--- config.mk ---
export PLATFORM = sky130hd
export DESIGN_NAME = decode_stage_fwd
export DESIGN_NICKNAME = d
export VERILOG_FILES = /design/src/rtl/decode_stage_fwd.sv
export SDC_FILE = /design/constraint.sdc
export NUM_CORES = 1
export LEC_CHECK = 0
export ABC_AREA = 1
export CAP_MARGIN = 10
export CORE_ASPECT_RATIO = 0.5
export CORE_MARGIN = 8
export CORE_UTILIZATION = 48
export CTS_CLUSTER_SIZE = 40
export DETAILED_ROUTE_END_ITERATION = 10
export GPL_TIMING_DRIVEN = 0
export HOLD_SLACK_MARGIN = 0.12
export PLACE_DENSITY_LB_ADDON = 0.2
export SETUP_SLACK_MARGIN = 0.02
export SLEW_MARGIN = 40
export SYNTH_ARGS = -nofsm -noshare
export SYNTH_HDL_FRONTEND = slang
export SYNTH_SLANG_ARGS = --single-unit
--- constraint.sdc ---
create_clock -name clk -period 7.8 [get_ports clk]
set_clock_uncertainty 0.15 [all_clocks]
set_input_delay 1.17 -clock clk [delete_from_list [all_inputs] [get_ports clk]]
set_output_delay 1.17 -clock clk [all_outputs]
set_load 0.05 [all_outputs]
--- src/rtl/decode_stage_fwd.sv ---
// RV32 decode stage with a registered ID/EX output, valid/ready handshake on
// both sides, per-operand forwarding from NUM_FWD bypass channels, flush,
// illegal-opcode flag and a saturating stall counter.

package decode_stage_fwd_pkg;
    typedef enum logic [2:0] {
        NO_TYPE = 3'd0,
        R_TYPE  = 3'd1,
        I_TYPE  = 3'd2,
        S_TYPE  = 3'd3,
        B_TYPE  = 3'd4,
        U_TYPE  = 3'd5,
        J_TYPE  = 3'd6
    } instr_format_t;
endpackage

module decode_stage_fwd
    import decode_stage_fwd_pkg::*;
#(
    parameter int XLEN    = 32,
    parameter int NUM_FWD = 2,
    parameter int FWD_EN  = 1,
    parameter int CNT_W   = 32
) (
    input  logic                    clk,
    input  logic                    rst_n,
    input  logic                    flush,
    input  logic                    in_valid,
    output logic                    in_ready,
    input  logic [31:0]             in_instr,
    output logic [4:0]              reg_rd0,
    output logic [4:0]              reg_rd1,
    input  logic [XLEN-1:0]         reg_rd0_data,
    input  logic [XLEN-1:0]         reg_rd1_data,
    input  logic [NUM_FWD-1:0]      fwd_valid,
    input  logic [5*NUM_FWD-1:0]    fwd_rd,
    input  logic [NUM_FWD-1:0]      fwd_data_ready,
    input  logic [XLEN*NUM_FWD-1:0] fwd_data,
    output logic                    out_valid,
    input  logic                    out_ready,
    output logic [6:0]              out_opcode,
    output instr_format_t           out_instr_format,
    output logic [2:0]              out_funct3,
    output logic [6:0]              out_funct7,
    output logic [4:0]              out_rs1,
    output logic [4:0]              out_rs2,
    output logic [4:0]              out_rd,
    output logic [XLEN-1:0]         out_imm,
    output logic [XLEN-1:0]         out_rs1_data,
    output logic [XLEN-1:0]         out_rs2_data,
    output logic                    out_illegal,
    output logic                    hazard_stall,
    output logic [CNT_W-1:0]        stall_count
);

    localparam logic [CNT_W-1:0] CNT_MAX = {CNT_W{1'b1}};
    localparam logic [CNT_W-1:0] CNT_ONE = {{(CNT_W-1){1'b0}}, 1'b1};

    // Resolve one source operand: {hazard, data}. The producer still sitting
    // in our own output register has not executed, so it always hazards; the
    // lowest-numbered matching bypass channel (youngest writer) wins.
    function automatic logic [XLEN:0] resolve_operand(
        input logic [4:0]              rs,
        input logic [XLEN-1:0]         rf_data,
        input logic                    busy,
        input logic [4:0]              busy_rd,
        input logic [NUM_FWD-1:0]      f_valid,
        input logic [5*NUM_FWD-1:0]    f_rd,
        input logic [NUM_FWD-1:0]      f_rdy,
        input logic [XLEN*NUM_FWD-1:0] f_data
    );
        logic            found;
        logic            hz;
        logic [XLEN-1:0] data;
        found = 1'b0;
        hz    = 1'b0;
        data  = rf_data;
        if (rs == 5'd0) begin
            data = {XLEN{1'b0}};
        end else if (busy && (busy_rd == rs)) begin
            hz   = 1'b1;
            data = {XLEN{1'b0}};
        end else begin
            for (int i = 0; i < NUM_FWD; i++) begin
                if (!found && f_valid[i] && (f_rd[5*i +: 5] == rs)) begin
                    found = 1'b1;
                    if ((FWD_EN == 1) && f_rdy[i]) begin
                        data = f_data[XLEN*i +: XLEN];
                    end else begin
                        hz = 1'b1;
                    end
                end else begin
                    found = found;
                end
            end
        end
        return {hz, data};
    endfunction

    instr_format_t   fmt_s;
    logic            use_rs1_s;
    logic            use_rs2_s;
    logic            use_rd_s;
    logic [4:0]      rs1_s;
    logic [4:0]      rs2_s;
    logic [4:0]      rd_s;
    logic [31:0]     imm32_s;
    logic [XLEN-1:0] imm_s;
    logic            hz1_s;
    logic            hz2_s;
    logic [XLEN-1:0] op1_s;
    logic [XLEN-1:0] op2_s;
    logic            hazard_stall_s;
    logic            in_ready_s;

    logic            out_valid_d, out_valid_q;
    logic [6:0]      out_opcode_d, out_opcode_q;
    instr_format_t   out_fmt_d, out_fmt_q;
    logic [2:0]      out_funct3_d, out_funct3_q;
    logic [6:0]      out_funct7_d, out_funct7_q;
    logic [4:0]      out_rs1_d, out_rs1_q;
    logic [4:0]      out_rs2_d, out_rs2_q;
    logic [4:0]      out_rd_d, out_rd_q;
    logic [XLEN-1:0] out_imm_d, out_imm_q;
    logic [XLEN-1:0] out_rs1_data_d, out_rs1_data_q;
    logic [XLEN-1:0] out_rs2_data_d, out_rs2_data_q;
    logic            out_illegal_d, out_illegal_q;
    logic [CNT_W-1:0] stall_count_d, stall_count_q;

    // Classify the opcode into an instruction format.
    always_comb begin
        case (in_instr[6:0])
            7'b0110011: fmt_s = R_TYPE;
            7'b0010011,
            7'b0000011,
            7'b1100111,
            7'b1110011: fmt_s = I_TYPE;
            7'b0100011: fmt_s = S_TYPE;
            7'b1100011: fmt_s = B_TYPE;
            7'b0110111,
            7'b0010111: fmt_s = U_TYPE;
            7'b1101111: fmt_s = J_TYPE;
            default:    fmt_s = NO_TYPE;
        endcase
    end

    // Per-format operand usage and raw 32-bit immediate assembly.
    always_comb begin
        use_rs1_s = 1'b0;
        use_rs2_s = 1'b0;
        use_rd_s  = 1'b0;
        imm32_s   = 32'd0;
        case (fmt_s)
            R_TYPE: begin
                use_rs1_s = 1'b1;
                use_rs2_s = 1'b1;
                use_rd_s  = 1'b1;
            end
            I_TYPE: begin
                use_rs1_s = 1'b1;
                use_rd_s  = 1'b1;
                imm32_s   = {{20{in_instr[31]}}, in_instr[31:20]};
            end
            S_TYPE: begin
                use_rs1_s = 1'b1;
                use_rs2_s = 1'b1;
                imm32_s   = {{20{in_instr[31]}}, in_instr[31:25], in_instr[11:7]};
            end
            B_TYPE: begin
                use_rs1_s = 1'b1;
                use_rs2_s = 1'b1;
                imm32_s   = {{19{in_instr[31]}}, in_instr[31], in_instr[7],
                             in_instr[30:25], in_instr[11:8], 1'b0};
            end
            U_TYPE: begin
                use_rd_s  = 1'b1;
                imm32_s   = {in_instr[31:12], 12'd0};
            end
            J_TYPE: begin
                use_rd_s  = 1'b1;
                imm32_s   = {{11{in_instr[31]}}, in_instr[31], in_instr[19:12],
                             in_instr[20], in_instr[30:21], 1'b0};
            end
            default: begin
                use_rs1_s = 1'b0;
                use_rs2_s = 1'b0;
                use_rd_s  = 1'b0;
                imm32_s   = 32'd0;
            end
        endcase
    end

    // Register addresses (unused ones forced to x0) and operand resolution.
    always_comb begin
        if (use_rs1_s) begin
            rs1_s = in_instr[19:15];
        end else begin
            rs1_s = 5'd0;
        end
        if (use_rs2_s) begin
            rs2_s = in_instr[24:20];
        end else begin
            rs2_s = 5'd0;
        end
        if (use_rd_s) begin
            rd_s = in_instr[11:7];
        end else begin
            rd_s = 5'd0;
        end
        imm_s = XLEN'($signed(imm32_s));
        {hz1_s, op1_s} = resolve_operand(rs1_s, reg_rd0_data, out_valid_q, out_rd_q,
                                         fwd_valid, fwd_rd, fwd_data_ready, fwd_data);
        {hz2_s, op2_s} = resolve_operand(rs2_s, reg_rd1_data, out_valid_q, out_rd_q,
                                         fwd_valid, fwd_rd, fwd_data_ready, fwd_data);
        hazard_stall_s = in_valid && (hz1_s || hz2_s);
        in_ready_s     = !hazard_stall_s && (!out_valid_q || out_ready) && !flush;
    end

    // ID/EX next state: flush beats load beats hold; a hazard loads a bubble.
    always_comb begin
        out_valid_d    = out_valid_q;
        out_opcode_d   = out_opcode_q;
        out_fmt_d      = out_fmt_q;
        out_funct3_d   = out_funct3_q;
        out_funct7_d   = out_funct7_q;
        out_rs1_d      = out_rs1_q;
        out_rs2_d      = out_rs2_q;
        out_rd_d       = out_rd_q;
        out_imm_d      = out_imm_q;
        out_rs1_data_d = out_rs1_data_q;
        out_rs2_data_d = out_rs2_data_q;
        out_illegal_d  = out_illegal_q;
        if (flush) begin
            out_valid_d = 1'b0;
        end else if (!out_valid_q || out_ready) begin
            out_valid_d    = in_valid && !hazard_stall_s;
            out_opcode_d   = in_instr[6:0];
            out_fmt_d      = fmt_s;
            out_funct3_d   = in_instr[14:12];
            out_funct7_d   = in_instr[31:25];
            out_rs1_d      = rs1_s;
            out_rs2_d      = rs2_s;
            out_rd_d       = rd_s;
            out_imm_d      = imm_s;
            out_rs1_data_d = op1_s;
            out_rs2_data_d = op2_s;
            out_illegal_d  = (fmt_s == NO_TYPE);
        end else begin
            out_valid_d = out_valid_q;
        end
    end

    // Stall counter advances on unflushed stall cycles and sticks at all-ones.
    always_comb begin
        if (hazard_stall_s && !flush && (stall_count_q != CNT_MAX)) begin
            stall_count_d = stall_count_q + CNT_ONE;
        end else begin
            stall_count_d = stall_count_q;
        end
    end

    // State registers with synchronous active-low reset.
    always_ff @(posedge clk) begin
        if (!rst_n) begin
            out_valid_q    <= 1'b0;
            out_opcode_q   <= 7'd0;
            out_fmt_q      <= NO_TYPE;
            out_funct3_q   <= 3'd0;
            out_funct7_q   <= 7'd0;
            out_rs1_q      <= 5'd0;
            out_rs2_q      <= 5'd0;
            out_rd_q       <= 5'd0;
            out_imm_q      <= {XLEN{1'b0}};
            out_rs1_data_q <= {XLEN{1'b0}};
            out_rs2_data_q <= {XLEN{1'b0}};
            out_illegal_q  <= 1'b0;
            stall_count_q  <= {CNT_W{1'b0}};
        end else begin
            out_valid_q    <= out_valid_d;
            out_opcode_q   <= out_opcode_d;
            out_fmt_q      <= out_fmt_d;
            out_funct3_q   <= out_funct3_d;
            out_funct7_q   <= out_funct7_d;
            out_rs1_q      <= out_rs1_d;
            out_rs2_q      <= out_rs2_d;
            out_rd_q       <= out_rd_d;
            out_imm_q      <= out_imm_d;
            out_rs1_data_q <= out_rs1_data_d;
            out_rs2_data_q <= out_rs2_data_d;
            out_illegal_q  <= out_illegal_d;
            stall_count_q  <= stall_count_d;
        end
    end

    assign in_ready         = in_ready_s;
    assign hazard_stall     = hazard_stall_s;
    assign reg_rd0          = rs1_s;
    assign reg_rd1          = rs2_s;
    assign out_valid        = out_valid_q;
    assign out_opcode       = out_opcode_q;
    assign out_instr_format = out_fmt_q;
    assign out_funct3       = out_funct3_q;
    assign out_funct7       = out_funct7_q;
    assign out_rs1          = out_rs1_q;
    assign out_rs2          = out_rs2_q;
    assign out_rd           = out_rd_q;
    assign out_imm          = out_imm_q;
    assign out_rs1_data     = out_rs1_data_q;
    assign out_rs2_data     = out_rs2_data_q;
    assign out_illegal      = out_illegal_q;
    assign stall_count      = stall_count_q;

endmodule

==> results.md <==
* Chip height at 114.6 um
* Final HPWL DP at 32.45 mm
* Drt pass-1 iters at 6
* Wire length of the first global-routing pass at 61.22 mm
* DR vias at 11,440
* Min-Delay Path Class: register to register
* Max Cap Violations at 0
* Critical-path cell list: clkdlybuf4s50_1 > nand2_1 > nor2_4 > o211ai_4 > nor2_2 > xor2_1 > nor2_1 > nand3_2 > nor2_1 > nor2_1 > nand2_1 > nand2_1 > a21oi_1 > clkdlybuf4s50_1
* Die width at 213.2 um
* Lkg Pwr at 5.387 nW
* Synth top area cells: dfxtp_1 35%, nand2_1 15%, a21oi_1 6.9%
* Status: complete, no violations
* PwrDens at 152.9 nW/um^2
* Clock-pin slew on the worst setup and hold paths at 70 ps
* Yosys top cell by area: dfxtp_1
* Initial DRC count at 1,142
* Area Overhead vs Synth at 48.00%
* WL/cell at 20.01 um
* Grt ovf at 0
* CTS tree: done
* Post-Layout Cell Count at 2,053
* Final WL at 41.08 mm
* Yosys cell types at 40
* Crit Path Class: primary input to output pin
* Max Transition Viols Final at 0
* Critical Path Start Type: primary input
* Total global-route track usage at 0.3214
* Warnings from Yosys at 0
* # IOs at 356
* Insertion delay to the later sink of the worst-skew pair at 440 ps
* Post-Syn Instances at 1,396
* Via/cell ratio at 5.573
* Most frequent cells after synthesis: 366 x nand2_1, 165 x dfxtp_1, 134 x inv_1, 129 x a21oi_1, 115 x nor2_1
* Cell family with most CP delay: simple AND/OR/NAND/NOR gates
* Crit path DAT at 4980 ps
* RD Place Congestion at 0.9720
* Normalized max-slew margin at 0.4464
* Placed cells at 2,017
* Buf/Inv on CP at 2
* Seq cells post-synth at 165
* CP endpoint kind: output pin
* DRC viols at 0
* CP max stage delay at 870 ps
* Least-Margin Pin Slew at 826.8 ps
* # fillers at 1,611
* Fmax at 0.1586 GHz
* CTS Hold Buffers Added at 0
* Vias in the first global route at 11,160
* Post-synth top flop: dfxtp_1
* Syn Area/Cell at 6.685 sq um
* Share of layout cells above drive strength 1 at 0.08861
* CTS H-tree depth at 4
* RSZ-0062 raised after global routing: no
* Initial Util at 0.4841
* Top-count cell post-synth: nand2_1
* WP data required at 6480 ps
* Largest net degree at the start of global routing at 17
* Overall Power at 0.002112 W
* Post-synth EDFFs at 0
* Final setup violation count at 0
* Postcts setup bufs at 0
* Async set-or-reset flop fraction in the synthesized netlist at 0
* Max IR drop VDD at 0.1121 mV
* Root Buffer: clkbuf_16
* Die ar. at 24,430 sq um
* Post-DRT Antenna Nets at 0
* Area fraction of the dominant cell type after synthesis at 0.3539
* Final period utilization at 0.8081
* Worst R2R Setup Slack at 4700 ps
* CP max FO at 10
* TritonCTS buffer count at 17
* Synthesized Nets at 1,576
* Initial antenna violation count at 4
* Nets@finish at 1,950
* Core region area at 19,280 sq um
* Clock sink count at 165
* Final Critical Period at 6304 ps
* Critical Path Slowest Stage Cell: clkdlybuf4s50_1
* Resize count post-CTS at 0
* Port Buffers at 355
* Hold Vio Cnt, Final at 0
* Num rows at 36
* Mapped Area at 9333 sq um
* Final setup TNS at 0 ps
* Clock Path Buffers at 2
* Seq/Total Area, Yosys at 0.3539
kinds of logic after synthesis:
kind of cell,Yosys count,share of synthesized area
AO/OA/AOI/OAI,321,0.2022
XOR/XNOR,7,0.006569
adder cells (fa/ha/maj),1,0.001340
buffers and inverters,229,0.09840
flip-flops,165,0.3539
AND/OR/NAND/NOR,673,0.3376
flip-flops by register name, summed over array words and instances (netlist names):
name	cells
out_opcode	7
out_funct3	3
out_instr_format	3
out_rs1	5
out_valid	1
out_illegal	1
stall_count	32
out_rs1_data	32
out_rd	5
out_imm	32
out_funct7	7
out_rs2_data	32
out_rs2	5
cell type report:
class	count	area [sq um]	area share
multi-input combinational	1002	5114	0.3702
timing repair buffer	355	3553	0.2573
sequential	165	3303	0.2392
inverter	146	550.5	0.03986
clock buffer	18	439.2	0.03180
buffer	83	367.9	0.02663
tap	266	332.8	0.02410
clock inverter	14	141.4	0.01024
antenna	4	10.01	0.0007247
power breakdown:
part           internal (W)  switching (W)  total (W)
Clock              0.000457       0.000388   0.000845
Sequential         0.000860      0.0000121   0.000873
Combinational      0.000163       0.000231   0.000394
Total               0.00148       0.000631    0.00211
placed cells by master (no fill, tap or decap), types with 6 or more instances in the layout:
cell             synthesis  layout
xor2_1                   7       7
nor4_1                   6       6
inv_1                  134     134
clkbuf_1                57      57
o21ai_0                 51      51
nor2_1                 115     114
o22ai_1                 64      64
inv_2                    9       9
nand4_1                 13      13
o211ai_1                38      38
buf_2                   18      18
nand2_2                  7       7
clkbuf_16                0      17
clkdlybuf4s50_1          0     355
nor2_2                   7       8
nor3_1                  13      13
nand4_2                 26      26
o21bai_1                29      29
nand2_1                366     366
a21oi_1                129     129
nor2_4                   6       6
dfxtp_1                165     165
or2_2                   38      38
nand3_1                 66      66
layer usage:
metal  global-route usage  routed length [um]
met5                    0                  27
met4               0.1368                1540
met3              0.08087                3936
met2               0.5552               19810
met1               0.3762               15760
worst min-delay path: stages, from the launching register on:
cell and delay [ps]:
dfxtp_1 310, nand2_1 60, a21oi_1 50
per-stage QoR:
step / instance area [sq um] / hold slack, ps / setup WS, ps / utilization
floorplan: 9333 / 535.7 / 2066 / -
global placement: 13220 / 301.4 / 1644 / 0.6857
detailed placement: 13220 / 305.2 / 1637 / 0.6857
CTS: 13800 / 315.6 / 1612 / 0.7158
global route: 13810 / 333.6 / 1363 / 0.7162
finish: 13810 / 314.6 / 1496 / 0.7164
path summary, 6_finish.rpt:
path,start,endpoint,depth (start not counted)
max,in_instr[0],hazard_stall,14
min,out_rs1_data[19],out_rs1_data[19],2
max reg2reg,stall_count[3],stall_count[30],13
min reg2reg,out_rs1_data[19],out_rs1_data[19],2
No activity file was read; power rests on OpenSTA's default activity.
